## config.mk

```make
export PLATFORM = sky130hd
export DESIGN_NAME = alu_arbiter_flat
export DESIGN_NICKNAME = d
export VERILOG_FILES = /design/src/rtl/alu_pkg.sv /design/src/rtl/alu_arbiter_if.sv /design/src/rtl/alu_arbiter_alu.sv /design/src/rtl/alu_arbiter_rr_picker.sv /design/src/rtl/alu_arbiter.sv /design/src/flat_wrapper.sv
export SDC_FILE = /design/constraint.sdc
export NUM_CORES = 1
export LEC_CHECK = 0
export ABC_AREA = 1
export CORE_AREA = 2 2 176 126
export DETAILED_ROUTE_END_ITERATION = 12
export DIE_AREA = 0 0 178 128
export HOLD_SLACK_MARGIN = 0.03
export MAX_ROUTING_LAYER = met4
export PLACE_DENSITY = 0.81
export SKIP_LAST_GASP = 1
export SYNTH_ARGS = -nofsm -noshare
export SYNTH_HDL_FRONTEND = slang
export SYNTH_SLANG_ARGS = --single-unit
export TNS_END_PERCENT = 20
```

## constraint.sdc

```tcl
create_clock -name clk -period 5.85 [get_ports clk]
set_clock_uncertainty 0.2 [all_clocks]
set_input_delay 1.755 -clock clk [delete_from_list [all_inputs] [get_ports clk]]
set_output_delay 1.755 -clock clk [all_outputs]
set_load 0.01 [all_outputs]
```

## src/rtl/alu_pkg.sv

```systemverilog
// ---------------------------------------------------------------------------
// alu_pkg
// Shared constants for the arbitrated ALU: datapath width, function-code
// width and the five recognised function codes, plus a decode helper that
// tells whether a code is one the ALU implements.
// No ports (package).
// ---------------------------------------------------------------------------
package alu_pkg;

  localparam int DATA_W = 32;
  localparam int FUNC_W = 6;

  localparam logic [FUNC_W-1:0] ALU_ADD = 6'd32;
  localparam logic [FUNC_W-1:0] ALU_SUB = 6'd34;
  localparam logic [FUNC_W-1:0] ALU_AND = 6'd36;
  localparam logic [FUNC_W-1:0] ALU_OR  = 6'd37;
  localparam logic [FUNC_W-1:0] ALU_SLT = 6'd42;

  function automatic logic is_legal_func(input logic [FUNC_W-1:0] f);
    return (f == ALU_ADD) || (f == ALU_SUB) || (f == ALU_AND) ||
           (f == ALU_OR)  || (f == ALU_SLT);
  endfunction

endpackage

```

## src/rtl/alu_arbiter_if.sv

```systemverilog
// ---------------------------------------------------------------------------
// alu_arbiter_if
// Bundles the requester-side handshake/payload bus and the response slot of
// the shared-ALU arbiter.
//   req_valid  [NUM_REQ]          per-requester request valid
//   req_ready  [NUM_REQ]          per-requester accept (one-hot or zero)
//   req_signal [6*NUM_REQ]        function codes, slice i = [6i+5:6i]
//   req_dataA  [32*NUM_REQ]       operand A, slice i = [32i+31:32i]
//   req_dataB  [32*NUM_REQ]       operand B, same slicing
//   rsp_valid/rsp_ready           response slot handshake
//   rsp_data [32], rsp_id [ID_W], rsp_err   response payload
// Modports: master = requesters + response consumer, slave = arbiter.
// ---------------------------------------------------------------------------
interface alu_arbiter_if #(
  parameter int NUM_REQ = 4,
  parameter int ID_W    = 2
);

  logic [NUM_REQ-1:0]                        req_valid;
  logic [NUM_REQ-1:0]                        req_ready;
  logic [alu_pkg::FUNC_W*NUM_REQ-1:0]        req_signal;
  logic [alu_pkg::DATA_W*NUM_REQ-1:0]        req_dataA;
  logic [alu_pkg::DATA_W*NUM_REQ-1:0]        req_dataB;
  logic                                      rsp_valid;
  logic                                      rsp_ready;
  logic [alu_pkg::DATA_W-1:0]                rsp_data;
  logic [ID_W-1:0]                           rsp_id;
  logic                                      rsp_err;

  modport master (
    output req_valid, req_signal, req_dataA, req_dataB, rsp_ready,
    input  req_ready, rsp_valid, rsp_data, rsp_id, rsp_err
  );

  modport slave (
    input  req_valid, req_signal, req_dataA, req_dataB, rsp_ready,
    output req_ready, rsp_valid, rsp_data, rsp_id, rsp_err
  );

endinterface

```

## src/rtl/alu_arbiter_alu.sv

```systemverilog
// ---------------------------------------------------------------------------
// alu
// Combinational 32-bit ALU: AND/OR/ADD/SUB/SLT. Arithmetic wraps modulo
// 2^32; SLT reports the sign bit of the raw difference (no overflow
// correction). Unknown codes, and any code while reset is held, give 0.
//   i_reset          forces the output to 0
//   i_func [6]       function code
//   i_a, i_b [32]    signed operands
//   o_result [32]    result
// ---------------------------------------------------------------------------
module alu
  import alu_pkg::*;
(
  input  logic                     i_reset,
  input  logic [FUNC_W-1:0]        i_func,
  input  logic signed [DATA_W-1:0] i_a,
  input  logic signed [DATA_W-1:0] i_b,
  output logic signed [DATA_W-1:0] o_result
);

  logic signed [DATA_W-1:0] w_diff;

  always_comb begin
    w_diff   = i_a - i_b;
    o_result = '0;
    if (!i_reset) begin
      case (i_func)
        ALU_AND: o_result = i_a & i_b;
        ALU_OR:  o_result = i_a | i_b;
        ALU_ADD: o_result = i_a + i_b;
        ALU_SUB: o_result = w_diff;
        ALU_SLT: o_result = {{(DATA_W-1){1'b0}}, w_diff[DATA_W-1]};
        default: o_result = '0;
      endcase
    end
  end

endmodule

```

## src/rtl/alu_arbiter_rr_picker.sv

```systemverilog
// ---------------------------------------------------------------------------
// rr_picker
// Combinational round-robin selector: finds the first set bit of i_req
// searching upward from i_ptr with wrap-around.
//   i_req  [NUM_REQ]  candidate requests (already qualified by the caller)
//   i_ptr  [IDX_W]    highest-priority index, must be < NUM_REQ
//   o_gnt  [NUM_REQ]  one-hot grant, zero when nothing is requested
//   o_idx  [IDX_W]    binary index of the grant (0 when none)
//   o_any             a grant was made
// ---------------------------------------------------------------------------
module rr_picker #(
  parameter int NUM_REQ = 4,
  parameter int IDX_W   = 2
) (
  input  logic [NUM_REQ-1:0] i_req,
  input  logic [IDX_W-1:0]   i_ptr,
  output logic [NUM_REQ-1:0] o_gnt,
  output logic [IDX_W-1:0]   o_idx,
  output logic               o_any
);

  always_comb begin
    int j;
    j     = 0;
    o_gnt = '0;
    o_idx = '0;
    o_any = 1'b0;
    for (int k = 0; k < NUM_REQ; k++) begin
      // Pointer is always below NUM_REQ, so a single subtraction wraps.
      j = int'(i_ptr) + k;
      if (j >= NUM_REQ) j = j - NUM_REQ;
      if (!o_any && i_req[j]) begin
        o_any    = 1'b1;
        o_gnt[j] = 1'b1;
        o_idx    = IDX_W'(j);
      end
    end
  end

endmodule

```

## src/rtl/alu_arbiter.sv

```systemverilog
// ---------------------------------------------------------------------------
// alu_arbiter
// Shares one ALU among NUM_REQ requesters with round-robin arbitration and a
// single registered response slot (result + requester ID), 1-cycle latency.
//   clk     rising-edge clock
//   reset   synchronous active-high reset (also resets the ALU)
//   bus     alu_arbiter_if.slave: request vectors in, req_ready out,
//           response slot out with rsp_ready in
// Build option: define ALU_ARB_OPCHECK_EN to flag unrecognised function
// codes with rsp_err=1 and rsp_data=0; otherwise rsp_err is tied 0.
// ---------------------------------------------------------------------------
module alu_arbiter
  import alu_pkg::*;
#(
  parameter int NUM_REQ = 4,
  parameter int ID_W    = 2
) (
  input  logic         clk,
  input  logic         reset,
  alu_arbiter_if.slave bus
);

  logic                     r_rsp_vld_p1;
  logic [DATA_W-1:0]        r_rsp_data_p1;
  logic [ID_W-1:0]          r_rsp_id_p1;
  logic [ID_W-1:0]          r_ptr;

  logic                     w_slot_free;
  logic                     w_can_grant;
  logic [NUM_REQ-1:0]       w_req_q;
  logic [NUM_REQ-1:0]       w_gnt;
  logic [ID_W-1:0]          w_idx;
  logic                     w_any;
  logic [ID_W-1:0]          w_ptr_nxt;
  logic [FUNC_W-1:0]        w_func;
  logic signed [DATA_W-1:0] w_a;
  logic signed [DATA_W-1:0] w_b;
  logic signed [DATA_W-1:0] w_alu_out;
  logic [DATA_W-1:0]        w_rsp_data;

  // Grant depends only on valids, pointer and slot state, never on payload.
  assign w_slot_free = !r_rsp_vld_p1 || bus.rsp_ready;
  assign w_can_grant = w_slot_free && !reset;
  assign w_req_q     = bus.req_valid & {NUM_REQ{w_can_grant}};

  rr_picker #(
    .NUM_REQ (NUM_REQ),
    .IDX_W   (ID_W)
  ) u_picker (
    .i_req (w_req_q),
    .i_ptr (r_ptr),
    .o_gnt (w_gnt),
    .o_idx (w_idx),
    .o_any (w_any)
  );

  assign bus.req_ready = w_gnt;
  assign w_ptr_nxt     = (w_idx == ID_W'(NUM_REQ-1)) ? '0 : w_idx + 1'b1;

  // Idle cycles present ADD 0+0 so the ALU never sees X operands.
  always_comb begin
    w_func = ALU_ADD;
    w_a    = '0;
    w_b    = '0;
    if (w_any) begin
      w_func = bus.req_signal[int'(w_idx)*FUNC_W +: FUNC_W];
      w_a    = bus.req_dataA[int'(w_idx)*DATA_W +: DATA_W];
      w_b    = bus.req_dataB[int'(w_idx)*DATA_W +: DATA_W];
    end
  end

  alu u_alu (
    .i_reset  (reset),
    .i_func   (w_func),
    .i_a      (w_a),
    .i_b      (w_b),
    .o_result (w_alu_out)
  );

`ifdef ALU_ARB_OPCHECK_EN
  logic w_legal;
  logic r_rsp_err_p1;

  assign w_legal    = is_legal_func(w_func);
  assign w_rsp_data = w_legal ? w_alu_out : '0;
`else
  assign w_rsp_data = w_alu_out;
`endif

  // ---- stage p0 -> p1: response slot and round-robin pointer ----
  always_ff @(posedge clk) begin
    if (reset) begin
      r_rsp_vld_p1  <= 1'b0;
      r_rsp_data_p1 <= '0;
      r_rsp_id_p1   <= '0;
      r_ptr         <= '0;
    end else if (w_any) begin
      r_rsp_vld_p1  <= 1'b1;
      r_rsp_data_p1 <= w_rsp_data;
      r_rsp_id_p1   <= w_idx;
      r_ptr         <= w_ptr_nxt;
    end else if (bus.rsp_ready) begin
      // Drain without refill: data and id keep their last values.
      r_rsp_vld_p1  <= 1'b0;
    end
  end

`ifdef ALU_ARB_OPCHECK_EN
  always_ff @(posedge clk) begin
    if (reset) begin
      r_rsp_err_p1 <= 1'b0;
    end else if (w_any) begin
      r_rsp_err_p1 <= !w_legal;
    end
  end

  assign bus.rsp_err = r_rsp_err_p1;
`else
  assign bus.rsp_err = 1'b0;
`endif

  assign bus.rsp_valid = r_rsp_vld_p1;
  assign bus.rsp_data  = r_rsp_data_p1;
  assign bus.rsp_id    = r_rsp_id_p1;

endmodule

```

## src/flat_wrapper.sv

```systemverilog
// flat-port wrapper written by rule: the top's interface ports become plain ports
module alu_arbiter_flat import alu_pkg::*;
#(
  parameter int NUM_REQ = 4,
  parameter int ID_W    = 2
)
  (clk, reset, bus_req_valid, bus_req_signal, bus_req_dataA, bus_req_dataB, bus_rsp_ready, bus_req_ready, bus_rsp_valid, bus_rsp_data, bus_rsp_id, bus_rsp_err);
  alu_arbiter_if #(.NUM_REQ(NUM_REQ), .ID_W(ID_W)) bus_i ();
  input  logic clk;
  input  logic reset;
  input wire logic [$bits(bus_i.req_valid)-1:0] bus_req_valid;
  input wire logic [$bits(bus_i.req_signal)-1:0] bus_req_signal;
  input wire logic [$bits(bus_i.req_dataA)-1:0] bus_req_dataA;
  input wire logic [$bits(bus_i.req_dataB)-1:0] bus_req_dataB;
  input wire logic [$bits(bus_i.rsp_ready)-1:0] bus_rsp_ready;
  output wire logic [$bits(bus_i.req_ready)-1:0] bus_req_ready;
  output wire logic [$bits(bus_i.rsp_valid)-1:0] bus_rsp_valid;
  output wire logic [$bits(bus_i.rsp_data)-1:0] bus_rsp_data;
  output wire logic [$bits(bus_i.rsp_id)-1:0] bus_rsp_id;
  output wire logic [$bits(bus_i.rsp_err)-1:0] bus_rsp_err;
  assign bus_i.req_valid = bus_req_valid;
  assign bus_i.req_signal = bus_req_signal;
  assign bus_i.req_dataA = bus_req_dataA;
  assign bus_i.req_dataB = bus_req_dataB;
  assign bus_i.rsp_ready = bus_rsp_ready;
  assign bus_req_ready = bus_i.req_ready;
  assign bus_rsp_valid = bus_i.rsp_valid;
  assign bus_rsp_data = bus_i.rsp_data;
  assign bus_rsp_id = bus_i.rsp_id;
  assign bus_rsp_err = bus_i.rsp_err;
  alu_arbiter #(.NUM_REQ(NUM_REQ), .ID_W(ID_W)) u_core (.clk(clk), .reset(reset), .bus(bus_i));
endmodule
```

==> flow_results.xml <==
<?xml version="1.0" encoding="UTF-8"?>
<metrics>
  <group name="critical_path">
    <metric name="slowest_delay" unit="ps">400</metric>
    <metric name="cpMaxStageDelayCell" unit="">nand4_1</metric>
    <metric name="cp_num_buf_inv" unit="">10</metric>
    <metric name="worst-setup-path-type" unit="">in2reg</metric>
    <metric name="worstRegToRegCells" unit="">31</metric>
    <metric name="timing.critical_path.fanout_max" unit="">8</metric>
    <metric name="r2r_setup_slack" unit="ps">-180</metric>
    <metric name="r2r-end" unit="">u_core.bus.rsp_data[14]</metric>
    <metric name="timing.critical_path.from_type" unit="">input port</metric>
    <metric name="critical_path_depth" unit="">32</metric>
    <metric name="critPathRequiredTime" unit="ps">5800</metric>
    <metric name="largest_delay_share_family_worst_path" unit="">simple AND/OR/NAND/NOR gates</metric>
    <metric name="crit-reg2reg-launch" unit="">u_core.r_ptr[1]</metric>
    <metric name="worst-endpoint-arrival" unit="ps">6510</metric>
    <metric name="endpoint_kind" unit="">flip-flop</metric>
  </group>
  <group name="drt">
    <metric name="viasPerCell" unit="">6.00</metric>
    <metric name="dr.first_iter.drc_count" unit="">2364</metric>
    <metric name="firstDrtPassIters" unit="">7</metric>
    <metric name="wl" unit="µm">60700</metric>
    <metric name="final_antenna_net_count" unit="">0</metric>
    <metric name="drcViolationCount" unit="">0</metric>
    <metric name="detailroute.via_count" unit="">16100</metric>
    <metric name="post_drt_wl_per_cell" unit="µm">22.6</metric>
  </group>
  <group name="grt">
    <metric name="grt_pass1_vias" unit="">14000</metric>
    <metric name="grt.busiest_layer" unit="">met2</metric>
    <metric name="use_met1" unit="">0.606</metric>
    <metric name="groute.usage.overall" unit="">0.463</metric>
    <metric name="met2_routing_resource_usage_after_global_routing" unit="">0.678</metric>
    <metric name="global_route.usage.met3" unit="">0.138</metric>
    <metric name="grt-ovfl-total" unit="">0</metric>
    <metric name="pin_count_of_the_biggest_net_entering_global_routing" unit="">38</metric>
    <metric name="wire_length_of_the_first_global_routing_pass" unit="µm">78300</metric>
    <metric name="number_of_antenna_violations_at_the_first_check_in_global_routing" unit="">6</metric>
  </group>
  <group name="placement">
    <metric name="hpwl" unit="µm">40600</metric>
    <metric name="weighted_congestion_at_the_end_of_routability_driven_global_placement" unit="">1.11</metric>
    <metric name="place_worst_setup_slack" unit="ps">-1200</metric>
    <metric name="io_buffers" unit="">325</metric>
    <metric name="post_dp_cell_area" unit="µm²">15400</metric>
  </group>
  <group name="sta">
    <metric name="fin_crit" unit="ps">6570</metric>
    <metric name="setup_ws" unit="ps">-715</metric>
    <metric name="final.period_utilization" unit="">1.12</metric>
    <metric name="final_hold_viol_count" unit="">0</metric>
    <metric name="unrepaired_setup_endpoints_after_global_routing" unit="">yes</metric>
    <metric name="holdWs" unit="ps">264</metric>
    <metric name="slew_headroom" unit="">0.455</metric>
    <metric name="timing.final.max_slew_violations" unit="">0</metric>
    <metric name="finalSetupViolations" unit="">32</metric>
    <metric name="worstMarginPinSlew" unit="ps">809</metric>
    <metric name="maxClockFrequency" unit="GHz">0.152</metric>
  </group>
  <group name="yosys">
    <metric name="post_synth.cell_area_avg" unit="µm²">5.43</metric>
    <metric name="syn-num-nets" unit="">2046</metric>
    <metric name="synth-edff-count" unit="">0</metric>
    <metric name="synth.yosys.warnings" unit="">0</metric>
    <metric name="postSynth.topFlopCell" unit="">dfxtp_1</metric>
    <metric name="ys_seq_elements" unit="">37</metric>
    <metric name="cell_area_after_technology_mapping" unit="µm²">8990</metric>
    <metric name="post_synthesis_sequential_area_ratio" unit="">0.0824</metric>
    <metric name="netlist-cell-type-count" unit="">55</metric>
    <metric name="async_reset_ff_frac" unit="">0</metric>
    <metric name="synthesized_instance_count" unit="">1656</metric>
  </group>
  <group name="layout">
    <metric name="most-common-layout-cells" unit="">buf_4, nand2_1, clkdlybuf4s50_1, nor2_1, inv_1</metric>
    <metric name="layout-area-overhead-vs-synth" unit="%">101</metric>
    <metric name="finalNetCount" unit="">2784</metric>
    <metric name="layout.cells.most_common" unit="">buf_4</metric>
    <metric name="nFillCells" unit="">1213</metric>
    <metric name="util_after_layout" unit="">0.850</metric>
    <metric name="layout_cells_sized_above_1" unit="">0.342</metric>
    <metric name="post-route-cell-area" unit="µm²">18100</metric>
  </group>
  <group name="clocking">
    <metric name="cts-root-to-sink-buffers" unit="">2</metric>
    <metric name="cts_buffers" unit="">5</metric>
    <metric name="clk_pin_slew_worst_paths" unit="ps">70</metric>
    <metric name="cts-htree-levels" unit="">2</metric>
    <metric name="clock_latency" unit="ps">280</metric>
    <metric name="clock_sink_count" unit="">37</metric>
    <metric name="post_cts_hold_buffer_count" unit="">0</metric>
    <metric name="cts-root-buf" unit="">clkbuf_16</metric>
    <metric name="tritoncts_clock_tree" unit="">built</metric>
  </group>
  <group name="worst_hold_path">
    <metric name="whs_endpoint" unit="">u_core.bus.rsp_data[23]</metric>
    <metric name="worst_hold_startpoint" unit="">u_core.bus.rsp_data[23]</metric>
    <metric name="min_delay_path_depth" unit="">2</metric>
    <metric name="holdCritPathClass" unit="">reg2reg</metric>
  </group>
  <group name="floorplanning">
    <metric name="die_height" unit="µm">128</metric>
    <metric name="start_util" unit="">0.423</metric>
    <metric name="fp.dieArea" unit="µm²">22800</metric>
    <metric name="placeableCoreArea" unit="µm²">21200</metric>
    <metric name="pin_count" unit="">327</metric>
    <metric name="die_x" unit="µm">178</metric>
    <metric name="std_cell_rows" unit="">45</metric>
  </group>
  <group name="job">
    <metric name="max_cap_viols" unit="">0</metric>
  </group>
  <group name="status">
    <metric name="outcome" unit="">complete, but fails checks</metric>
    <metric name="violations_in_the_final_reports" unit="">setup timing</metric>
  </group>
</metrics>
## registers in the layout (all words and copies together) (netlist names)
register and count:
u_core.bus.rsp_valid 1, u_core.r_ptr 2, u_core.bus.rsp_id 2, u_core.bus.rsp_data 32
## cell type report
class / instances / area (µm²) / area share
Antenna cell: 6 / 15.0 / 0.000832
Clock buffer: 5 / 125 / 0.00693
Clock inverter: 3 / 17.5 / 0.000970
Inverter: 172 / 683 / 0.0378
Multi-Input combinational cell: 1362 / 8640 / 0.479
Sequential cell: 37 / 741 / 0.0410
Tap cell: 282 / 353 / 0.0195
Timing Repair Buffer: 815 / 7460 / 0.413
Timing Repair inverter: 1 / 16.3 / 0.000901
## worst register-to-register path: cells and delay by family (launching register included)
| family | cells | cell delay (ps) |
|---|---|---|
| AO/OA/AOI/OAI | 9 | 1300 |
| AND/OR/NAND/NOR | 10 | 1580 |
| flip-flops | 1 | 530 |
| buffers and inverters | 10 | 1490 |
| adder cells (fa/ha/maj) | 2 | 770 |
## cells in the mapped netlist (19+ instances only)
cell / n / share of area
nand3_1: 132 / 0.073
o21ai_0: 145 / 0.081
buf_1: 20 / 0.0084
a21oi_1: 182 / 0.10
nor2_1: 277 / 0.12
nand4_1: 20 / 0.014
ha_1: 101 / 0.14
or2_2: 19 / 0.013
dfxtp_1: 37 / 0.082
nand2_1: 350 / 0.15
inv_1: 165 / 0.069
clkbuf_1: 49 / 0.020
## kinds of logic after synthesis
| kind of cell | synth area share |
|---|---|
| AO/OA/AOI/OAI | 0.240 |
| XOR/XNOR | 0.0127 |
| adder cells (fa/ha/maj) | 0.145 |
| other | 0.000417 |
| flip-flops | 0.0824 |
| buffers and inverters | 0.115 |
| AND/OR/NAND/NOR | 0.405 |
## through the flow
stage / cells / TNS [ps]
finish: 2683 / -12380
global route: 2683 / -20320
CTS: 2637 / -608
detailed placement: 2562 / -25690
global placement: 2562 / -22460
floorplan: 1656 / 0
## metal layers
layer / vias to the layer above / part of all wire / routed length (µm)
li1: 6912 / - / -
met1: 7165 / 0.36 / 21800
met2: 1561 / 0.40 / 24400
met3: 463 / 0.16 / 9960
met4: 0 / 0.075 / 4580
met5: - / 0 / 0
## timing repair
action | 4_1_cts | 5_1_grt
gates cloned | 9 | 1
setup endpoints to repair | 32 | 26
resized for setup | 209 | 210
buffers inserted | 59 | 40
pin swaps | 80 | 117
## worst max-delay path by stage
stage	start	to	slack [ps]
after floorplan	bus_rsp_ready	u_core.bus.rsp_data[26]	1
after global placement	reset	u_core.bus.rsp_data[31]	-1140
after detailed placement	reset	u_core.bus.rsp_data[31]	-1200
after CTS	reset	u_core.bus.rsp_data[28]	-160
after global routing	reset	u_core.bus.rsp_data[22]	-900
final	reset	u_core.bus.rsp_data[14]	-720
Power is not shown: default switching activity piles up to over one toggle a cycle in this logic, so the estimate is an artifact.
